`src/rtl/alu_exec_ctrl.sv`:
```
// Instruction sequencer for an external 4-bit ALU: accepts one instruction at a time,
// holds the ALU operands for ALU_LAT cycles and retires results into acc and the flags.
module alu_exec_ctrl #(
  parameter int ALU_LAT = 1
) (
  input  logic       clk,
  input  logic       reset,
  input  logic       instr_valid,
  output logic       instr_ready,
  input  logic [3:0] opcode,
  input  logic [3:0] operand,
  output logic [2:0] alu_f,
  output logic [3:0] alu_a,
  output logic [3:0] alu_b,
  input  logic [3:0] alu_y,
  input  logic       alu_carry,
  input  logic       alu_zero,
  output logic [3:0] acc,
  output logic       c_flag,
  output logic       z_flag,
  output logic       done,
  output logic       err
);

  typedef enum logic [1:0] {
    IDLE,
    EXEC,
    WB
  } state_t;

  localparam logic [1:0] CNT_LAST = 2'(ALU_LAT - 1);

  state_t     state;
  logic [1:0] cnt;

  assign instr_ready = (state == IDLE);
  assign alu_a       = acc;

  // Non-ALU opcodes take effect on the accepting edge so their result is visible in WB.
  always_ff @(posedge clk) begin
    if (reset) begin
      state  <= IDLE;
      cnt    <= '0;
      acc    <= '0;
      c_flag <= 1'b0;
      z_flag <= 1'b0;
      alu_f  <= '0;
      alu_b  <= '0;
      done   <= 1'b0;
      err    <= 1'b0;
    end else begin
      done <= 1'b0;
      err  <= 1'b0;
      case (state)
        IDLE: begin
          if (instr_valid) begin
            alu_f <= opcode[2:0];
            alu_b <= operand;
            cnt   <= '0;
            if (!opcode[3]) begin
              state <= EXEC;
            end else begin
              state <= WB;
              case (opcode[2:0])
                3'b000: begin
                  acc    <= operand;
                  z_flag <= (operand == 4'd0);
                  done   <= 1'b1;
                end
                3'b001: done <= 1'b1;
                3'b010: begin
                  c_flag <= 1'b0;
                  z_flag <= 1'b0;
                  done   <= 1'b1;
                end
                default: err <= 1'b1;
              endcase
            end
          end
        end
        EXEC: begin
          if (cnt == CNT_LAST) begin
            state  <= WB;
            acc    <= alu_y;
            c_flag <= alu_carry;
            z_flag <= alu_zero;
            done   <= 1'b1;
          end else begin
            cnt <= cnt + 2'd1;
          end
        end
        WB:      state <= IDLE;
        default: state <= IDLE;
      endcase
    end
  end

endmodule

```
`config.mk`:
```
export PLATFORM = sky130hd
export DESIGN_NAME = alu_exec_ctrl
export DESIGN_NICKNAME = d
export VERILOG_FILES = /design/src/rtl/alu_exec_ctrl.sv
export SDC_FILE = /design/constraint.sdc
export NUM_CORES = 1
export LEC_CHECK = 0
export ABC_CLOCK_PERIOD_IN_PS = 1400
export CORE_MARGIN = 3
export CORE_UTILIZATION = 40
export DETAILED_ROUTE_END_ITERATION = 8
export GPL_TIMING_DRIVEN = 0
export PLACE_DENSITY = 0.72
export RECOVER_POWER = 25
export SYNTH_ARGS = -nofsm -noshare
export SYNTH_HDL_FRONTEND = slang
export SYNTH_SLANG_ARGS = --single-unit
```
`constraint.sdc`:
```
create_clock -name clk -period 1.4 [get_ports clk]
set_input_delay 0.28 -clock clk [delete_from_list [all_inputs] [get_ports clk]]
set_output_delay 0.28 -clock clk [all_outputs]
set_load 0.02 [all_outputs]
```
==> reports/results.env, run 1 <==
INITIAL_ANTENNA_VIOLATION_COUNT=0
DIODES=0
POWER_DENSITY_nW_PER_UM2=826.7
GLOBALROUTE.TOTALOVERFLOW=0
AREA_DELTA_SYNTH_FINAL_PCT=51.16
DETAILED_PLACE.AREA_UM2=1314
TOP_LEVEL_PORTS=37
R2R-START='cnt[0]'
DP_CELLS=168
CRITPATHCAPTURETYPE='flop'
FINISH.UTILIZATION_PCT=67.42
SYNTHESIS.AREA_UM2=919.6
MAXIMUM_NUMBER_OF_PINS_ON_ONE_NET_BEFORE_GLOBAL_ROUTE_REPAIR=11
P_LEAK_uW=0.0006154
FINAL_HOLD_VIOL_COUNT=0
PRE_CTS_SLACK_NS=-0.4301
CRITPATHARRIVALTIME_NS=1.59
FINALWEIGHTEDCONGESTION=0.7908
SYNTH.TOP_CELL.AREA_SHARE_PCT=41.36
PATH_BUF_INV=1
GRT_FIRST_PASS_WIRELENGTH_UM=3677
ROW_COUNT=16
SYNTH_SEQUENTIAL_AREA_RATIO_PCT=41.36
CLOCK_INSERTION_DELAY_WORST_SKEW_NS=0.29
POSTLAYOUTSETUPSLACKWORST_NS=0.01355
AVERAGE_FOOTPRINT_OF_A_SYNTHESIZED_CELL_UM2=8.758
FIN_CRIT_SH_PCT=99.03
H-TREE-DEPTH=1
WORST_PATH_CLASS_SETUP='flop to flop'
POST-ROUTE-MIN-PERIOD_NS=1.386
FINAL.SETUP_SKEW_NS=0.001820
DETAILED_PLACE_HPWL_UM=1748
ROUTE.DETAILED.WL_PER_INST_UM=12.97
GR-USAGE-ALL-LAYERS_PCT=17.26
CLKSLEWWORSTSETUPHOLDPATHS_NS=0.11
DETAIL-ROUTE-ANTENNA-NETS=0
WORSTSETUPSTARTPOINTTYPE='flop'
FILLCELLCOUNT=175
NUM-NETS-FINAL=167
SYNTH.DISTINCT_CELLS=29
CTSLONGESTPATHBUFFERS=2
CTS_TREE='done'
ROUTE.DETAILED.DRC=0
SYNTH_XOR_XNOR_AREA_SHARE_PCT=0
YOSYS.AREA_SHARE.ADDER_PCT=1.361
DIEAREA_UM2=2911
TIMING.MAX_CAP.VIOLATIONS=0
SHARE_OF_CELLS_ABOVE_DRIVE_STRENGTH_1_PCT=22.30
NETLIST_TOP_CELLS_AREA='sky130_fd_sc_hd__dfxtp_1 (41%), sky130_fd_sc_hd__nand2_1 (6.5%), sky130_fd_sc_hd__a21oi_1 (6.0%)'
POST_ROUTE_INSTS_NO_FILL=175
STATUS='finished, final reports clean'
DR.PASS1.ITERS=4
SYNTH.FF_LATCH_COUNT=19
CORE_UM2=2062
FLOORPLAN.INITIALDENSITY_PCT=44.60
VDD_DROP_MAX_V=0.0006325
LAYOUT.CELLS.MOST_COMMON_LIST='sky130_fd_sc_hd__dlygate4sd2_1 (21), sky130_fd_sc_hd__nand2_1 (16), sky130_fd_sc_hd__dfxtp_1 (16)'
SYNTH_TOP_FAMILY_BY_AREA='simple AND/OR/NAND/NOR gates'
SYNTH-SIMPLE-AREA-SHARE_PCT=30.34
VIAS=877
SETUP.WORST_PATH.START='cnt[0]'
DRT-TOTAL-WL_UM=2270
RRSETUPSLACK_NS=0.01
DETAIL_ROUTE.ITER0.VIOLATIONS=20
TIMING.CRITICAL_PATH.SLOWEST_CELL_DELAY_NS=0.33
DIE_WIDTH_UM=53.95
DETAIL_ROUTE.VIAS_PER_CELL=5.011
MIN_PATH_TYPE='input pin to flop'
CRIT_FANOUT=8
FINAL_MAX_SLEW_VIOL_COUNT=0
RSZ0062_AT_GRT='yes'
MAXCLOCKFREQUENCY_GHz=0.7213
NETLIST_INSTANCES=105
SYNTHESIS.NETS=123
DIEHEIGHT_UM=53.95
SETUP_VIOL_COUNT_FINAL=0
CP_DATA_REQUIRED_TIME_NS=1.60
GRT_PASS1_VIAS=827
PLACEMENT.IO_BUFFERS=36
WORST_SLEW_MARGIN_REL_PCT=72.16
HOLD_BUFFERS=0
MULTI_INPUT_AREA_UM2=506.7
FF_LATCH_AREA_UM2=386.6
MOSTFREQUENTLAYOUTCELL='sky130_fd_sc_hd__dlygate4sd2_1'
FINAL_DESIGN_AREA_NO_FILL_UM2=1390
WORSTPATHCELLLIST='inv_2 -> ha_4 -> nand3b_1 -> a22oi_4 -> nor2_1 -> a211oi_1'
MOST_AREA_HUNGRY_CELL_TYPE_IN_THE_YOSYS_NETLIST='sky130_fd_sc_hd__dfxtp_1'
WORSTMARGINPINSLEW_NS=0.4176
CRITICAL-PATH-SLOWEST-CELL='sky130_fd_sc_hd__dfxtp_2'
CTS_INSERTED_BUFFERS=3
SYNTH.MUX.AREA_FRACTION_PCT=5.442
CLOCK-SINKS=19
SYNTH-COMPOUND-AREA-SHARE_PCT=13.74
CLOCK_ROOT_BUFFER_MASTER='sky130_fd_sc_hd__clkbuf_4'
TIMING.CRITICAL_PATH.MAX_DELAY_FAMILY='compound AO/OA/AOI/OAI gates'
SYNTH.YOSYS.WARNINGS=0
WORST_HOLD_STARTPOINT='operand[3]'
[registers in the layout (all words and copies together), names as in the netlist]
| name | flops |
|---|---|
| acc | 4 |
| c_flag | 1 |
| alu_f | 3 |
| done | 1 |
| z_flag | 1 |
| err | 1 |
| alu_b | 4 |
| state | 2 |
| cnt | 2 |
[cell usage after synthesis]
library cell,count
sky130_fd_sc_hd__buf_6,1
sky130_fd_sc_hd__o21ai_0,1
sky130_fd_sc_hd__and2_2,1
sky130_fd_sc_hd__buf_2,3
sky130_fd_sc_hd__a22oi_4,1
sky130_fd_sc_hd__nor3b_4,1
sky130_fd_sc_hd__nand3b_1,2
sky130_fd_sc_hd__or4_1,1
sky130_fd_sc_hd__nand3_1,1
sky130_fd_sc_hd__a211oi_1,5
sky130_fd_sc_hd__buf_1,1
sky130_fd_sc_hd__inv_1,2
sky130_fd_sc_hd__and2b_2,1
sky130_fd_sc_hd__o31ai_1,1
sky130_fd_sc_hd__nand4bb_4,1
sky130_fd_sc_hd__buf_4,4
sky130_fd_sc_hd__nand2b_1,1
sky130_fd_sc_hd__or3_4,1
sky130_fd_sc_hd__dfxtp_1,19
sky130_fd_sc_hd__mux2i_1,5
sky130_fd_sc_hd__nor2_1,11
sky130_fd_sc_hd__a21oi_1,11
sky130_fd_sc_hd__nand2_1,16
sky130_fd_sc_hd__clkbuf_1,1
sky130_fd_sc_hd__or3b_1,1
sky130_fd_sc_hd__nor3_1,8
sky130_fd_sc_hd__nor3b_1,2
sky130_fd_sc_hd__nor2b_1,1
sky130_fd_sc_hd__ha_1,1
[final timing paths]
check,depth (start not counted),to
worst max-delay path,6,acc[3]
worst min-delay path,3,alu_b[3]
worst max register to register,6,acc[3]
worst min register to register,2,alu_b[3]
[worst register-to-register path, delay by kind of cell (launching register included)]
kind / cells / cell delay [ns]
AOI/OAI and AO/OA: 2 / 0.55
adders and majority gates: 1 / 0.14
buffers and inverters: 1 / 0.07
DFF: 1 / 0.33
and+or+nand+nor: 2 / 0.21
[through the flow]
| step | power (µW) | TNS (ns) | hold WS (ns) |
|---|---|---|---|
| 3_3_place_gp | 905.1 | -5.948 | 0.4445 |
| 4_1_cts | 1158 | -0.01167 | 0.3905 |
| 3_5_place_dp | 909.6 | -6.234 | 0.4511 |
| 5_1_grt | 1210 | -0.2873 | 0.3098 |
| 6_report | 1149 | 0 | 0.2982 |
| 2_1_floorplan | 762.5 | 0 | 0.4160 |
[where the power goes]
group          switching, µW  total [µW]  internal (µW)
logic                    149         285            136
registers               20.2         589            569
clock network            165         276            111
total                    334        1150            815
[cell type report]
type	instances	share of cell area, %
multi-input combinational	74	36.45
sequential	19	27.81
timing repair buffer	40	26.55
buffer	9	4.320
tap	27	2.430
clock buffer	4	1.890
inverter	2	0.5401
[per-layer routing]
metal	wire (µm)	vias to the layer above	global-route usage (%)	part of all wire, %
met5	0	-	0	0
met4	13	0	7.234	0.57
met3	122	2	2.770	5.4
met2	1145	25	29.03	50
met1	989	403	21.62	44
li1	-	447	-	-
[cells by family (layout without fill, tap and decap cells)]
logic type,Yosys count,in the layout
compound gates,19,19
fa+ha+maj,1,1
buf+inv,12,55
flops,19,19
mux,5,5
simple gates,49,49
[what timing repair did]
| action | in CTS | in global routing |
|---|---|---|
| pin swaps | 9 | 8 |
| buffers inserted | 1 | 3 |
| setup endpoints to repair | 36 | 15 |
| gates resized for setup | 36 | 20 |
(Power assumes the default switching activity.)
==> inputs of run 2 (changes only) <==
- CTS_CLUSTER_SIZE: not set -> 16
==> results of run 2 <==
Final layout, timing and power as in run 1 (identical DEF).
==> inputs of run 3 (changes only) <==
--- a/config.mk
+++ b/config.mk
@@ -8,9 +8,10 @@
 export ABC_CLOCK_PERIOD_IN_PS = 1400
 export CORE_MARGIN = 3
-export CORE_UTILIZATION = 40
+export CORE_UTILIZATION = 42
 export CTS_CLUSTER_SIZE = 16
 export DETAILED_ROUTE_END_ITERATION = 8
 export GPL_TIMING_DRIVEN = 0
-export PLACE_DENSITY = 0.72
+export MAX_ROUTING_LAYER = met4
+export PLACE_DENSITY = 0.75
 export RECOVER_POWER = 25
 export SYNTH_ARGS = -nofsm -noshare
==> constraint.sdc (replaced) <==
create_clock -name clk -period 1.4 [get_ports clk]
set_input_delay 0.28 -clock clk [delete_from_list [all_inputs] [get_ports clk]]
set_output_delay 0.28 -clock clk [all_outputs]
set_load 0.005 [all_outputs]
==> run 3 against run 2 <==
- wire length decreased by 4.8%
- die area shrank 4.2%
- highest routed layer unchanged
- critical path type unchanged
- sequential cell count is the same
- maximum frequency up 1.0%
- setup slack improved by 0.014 ns
- largest cell class unchanged
- sequential share of layout area grew 0.25 points
- largest power group unchanged
- worst hold slack got worse by 0.017 ns
==> reports/results.env, run 3 (same netlist as run 1, synthesis figures left out) <==
STATUS='finished, final reports clean'
CTSLONGESTPATHBUFFERS=2  # unchanged
DIEAREA_UM2=2787  # -4.2%
CRITPATHARRIVALTIME_NS=1.56  # -0.03 ns
R2R-START='cnt[0]'
DETAIL_ROUTE.VIAS_PER_CELL=4.909  # -2.1%
H-TREE-DEPTH=1  # unchanged
TIMING.MAX_CAP.VIOLATIONS=0  # unchanged
POST-ROUTE-MIN-PERIOD_NS=1.373  # -0.01383 ns
DETAILED_PLACE_HPWL_UM=1651  # -5.6%
SWITCHING_SHARE_PCT=25.56  # -3.5 points
FLOORPLAN.INITIALDENSITY_PCT=45.48  # +0.88 points
P_LEAK_uW=0.0006270  # +1.9%
PART_OF_THE_POWER_IN_REGISTERS_PCT=52.7  # +1.5 points
ROUTE.DETAILED.WL_PER_INST_UM=12.35  # -4.8%
MIN_PATH_TYPE='input pin to flop'
CLOCK_ROOT_BUFFER_MASTER='sky130_fd_sc_hd__clkbuf_4'
SHARE_OF_CELLS_ABOVE_DRIVE_STRENGTH_1_PCT=29.05  # +6.8 points
FILLCELLCOUNT=176  # +0.57%
FF2FF_PATH_DEPTH=6  # unchanged
CLKSLEWWORSTSETUPHOLDPATHS_NS=0.10  # about the same
CRITICAL-PATH-SLOWEST-CELL='sky130_fd_sc_hd__nor3b_1'
WORSTMARGINPINSLEW_NS=0.5271  # +0.1095 ns
ROW_COUNT=16  # unchanged
POWER_FRAC_CLOCK_PCT=23.9  # about the same
SETUP.WORST_PATH.START='cnt[0]'
CTS_TREE='done'
DETAIL-ROUTE-ANTENNA-NETS=0  # unchanged
WORST_R2R_ENDPOINT='cnt[0]'
FINAL_MAX_SLEW_VIOL_COUNT=0  # unchanged
DIE_WIDTH_UM=52.80  # -2.1%
CRITPATHCAPTURETYPE='flop'
TIMING.CRITICAL_PATH.MAX_DELAY_FAMILY='simple AND/OR/NAND/NOR gates'
VDD_DROP_MAX_V=0.0006618  # +4.6%
WORST_SLEW_MARGIN_REL_PCT=64.79  # -7.4 points
PATH_BUF_INV=1  # unchanged
NUM-NETS-FINAL=167  # unchanged
ROUTE.TOP_LAYER_USED='met4'
FINALWEIGHTEDCONGESTION=0.8280  # +4.7%
CP_DATA_REQUIRED_TIME_NS=1.59  # about the same
LARGEST_REGISTERS='acc: 4 flops, alu_b: 4 flops, alu_f: 3 flops'
CRIT_FANOUT=5  # -3
TIMING.CRITICAL_PATH.SLOWEST_CELL_DELAY_NS=0.44  # +0.11 ns
CLOCK-SINKS=19  # unchanged
WORST_HOLD_STARTPOINT='operand[3]'
WORSTPATHCELLLIST='inv_4 -> ha_4 -> nor3b_1 -> nor3_1 -> a21oi_1 -> nor2_1'
GRT_FIRST_PASS_WIRELENGTH_UM=3394  # -7.7%
FIN_CRIT_SH_PCT=98.04  # -0.99 points
MET1_LENGTH_UM=970  # -1.9%
ROUTE.DETAILED.DRC=0  # unchanged
GR-USAGE-ALL-LAYERS_PCT=16.61  # -0.66 points
HOLD_BUFFERS=0  # unchanged
MULTI_INPUT_AREA_UM2=504.2  # -0.49%
PLACEMENT.IO_BUFFERS=36  # unchanged
MET3_WIRELENGTH_UM=89  # -27%
WORST_PATH_CLASS_SETUP='flop to flop'
RRSETUPSLACK_NS=0.03  # about the same
GRT_PASS1_VIAS=775  # -6.3%
LAYOUT.CELLS.MOST_COMMON_LIST='sky130_fd_sc_hd__dlygate4sd2_1 (20), sky130_fd_sc_hd__nand2_1 (16), sky130_fd_sc_hd__dfxtp_2 (12)'
AREA_DELTA_SYNTH_FINAL_PCT=53.20
MIN_TO='alu_b[3]'
CTS_INSERTED_BUFFERS=3  # unchanged
TOP_LEVEL_PORTS=37  # unchanged
VIAS=859  # -2.1%
MOSTFREQUENTLAYOUTCELL='sky130_fd_sc_hd__dlygate4sd2_1'
RSZ0062_AT_GRT='yes'
DRT-TOTAL-WL_UM=2161  # -4.8%
FINAL.SETUP_SKEW_NS=0.005213  # +0.003393 ns
INITIAL_ANTENNA_VIOLATION_COUNT=0  # unchanged
DETAIL_ROUTE.ITER0.VIOLATIONS=8  # -60%
ROUTE.MET2.WL_UM=1071  # -6.5%
CLOCK_INSERTION_DELAY_WORST_SKEW_NS=0.29  # about the same
MAXIMUM_NUMBER_OF_PINS_ON_ONE_NET_BEFORE_GLOBAL_ROUTE_REPAIR=11  # unchanged
FF_LATCH_AREA_UM2=395.4  # +2.3%
SHARE_OF_POWER_BURNED_IN_COMBINATIONAL_LOGIC_PCT=23.4  # -1.4 points
DIEHEIGHT_UM=52.80  # -2.1%
FINISH.UTILIZATION_PCT=69.68  # +2.3 points
INTERNAL-POWER_uW=828.3  # +1.6%
GLOBALROUTE.TOTALOVERFLOW=0  # unchanged
WORSTHOLDPATHCELLS=3  # unchanged
DIODES=0  # unchanged
DR.PASS1.ITERS=4  # unchanged
SETUP_VIOL_COUNT_FINAL=0  # unchanged
MAXCLOCKFREQUENCY_GHz=0.7285  # +1.0%
SWITCHINGPOWER_uW=284.4  # -15%
POWER_DENSITY_nW_PER_UM2=789.8  # -4.5%
CORE_UM2=2022  # -1.9%
HOLD-WORST-SLACK_NS=0.2817  # -0.01654 ns
FINAL_HOLD_VIOL_COUNT=0  # unchanged
WORSTSETUPSTARTPOINTTYPE='flop'
[run 3: cell count changes in the layout (fill, tap and decap cells not counted), moves of 2 or more]
| cell | before | now |
|---|---|---|
| sky130_fd_sc_hd__dfxtp_2 | 2 | 12 |
| sky130_fd_sc_hd__buf_6 | 1 | 3 |
| sky130_fd_sc_hd__clkdlybuf4s25_1 | 0 | 2 |
| sky130_fd_sc_hd__buf_4 | 9 | 7 |
| sky130_fd_sc_hd__clkdlybuf4s15_1 | 4 | 0 |
| sky130_fd_sc_hd__dfxtp_1 | 16 | 7 |
| sky130_fd_sc_hd__clkdlybuf4s50_1 | 7 | 10 |
[run 3: cell type report]
class | instances | share of cell area [%]
multi-input cells | 74 | 35.79
clock buffers | 4 | 1.865
flip-flops and latches | 19 | 28.06
plain buffers | 9 | 4.796
well taps | 27 | 2.398
inverters | 2 | 0.7105
repair buffers | 40 | 26.38
[run 3: repair_timing]
item,CTS,global route
endpoints found under the setup margin,34,17
pin swaps,2,6
buffers inserted,2,2
gates resized for setup,42,16
[run 3: worst max-delay path by stage]
stage                     slack [ns]  cells past startpoint  endpoint
final                           0.03                      6    cnt[0]
after global routing           -0.08                      6    acc[2]
after CTS                      0.003                      5    z_flag
after detailed placement       -0.40                      4  state[1]
after global placement         -0.37                      5    acc[0]
after floorplan                 0.12                      6    cnt[0]
[run 3: metrics by stage]
stage	setup WS, ns	std cells	setup TNS [ns]	instance area, µm²	total power [µW]
finish	0.02738	175	0	1409	1113
global route	-0.07915	175	-0.4030	1409	1174
CTS	0.003067	174	0	1358	1118
detailed placement	-0.4025	168	-6.609	1314	868.2
global placement	-0.3683	168	-5.893	1314	864.2
floorplan	0.1161	105	0	919.6	721.8
[run 3: per-layer routing]
layer | up-vias | global-route usage [%]
li1 | 453 | -
met3 | 4 | 2.849
met1 | 382 | 20.69
met4 | 0 | 5.532
met5 | - | -
met2 | 20 | 27.07
[run 3: power groups by stage]
stage,Clock (µW),Combinational [µW],Sequential [µW]
floorplan,0,124,598
global placement,0,269,595
detailed placement,0,272,596
CTS,276,256,586
global route,296,288,589
finish,266,261,586
[run 3: worst min-delay path: stages]
cell and delay, ns:
sky130_fd_sc_hd__dlymetal6s2s_1 0.15, sky130_fd_sc_hd__nand2_1 0.06, sky130_fd_sc_hd__a21oi_1 0.05
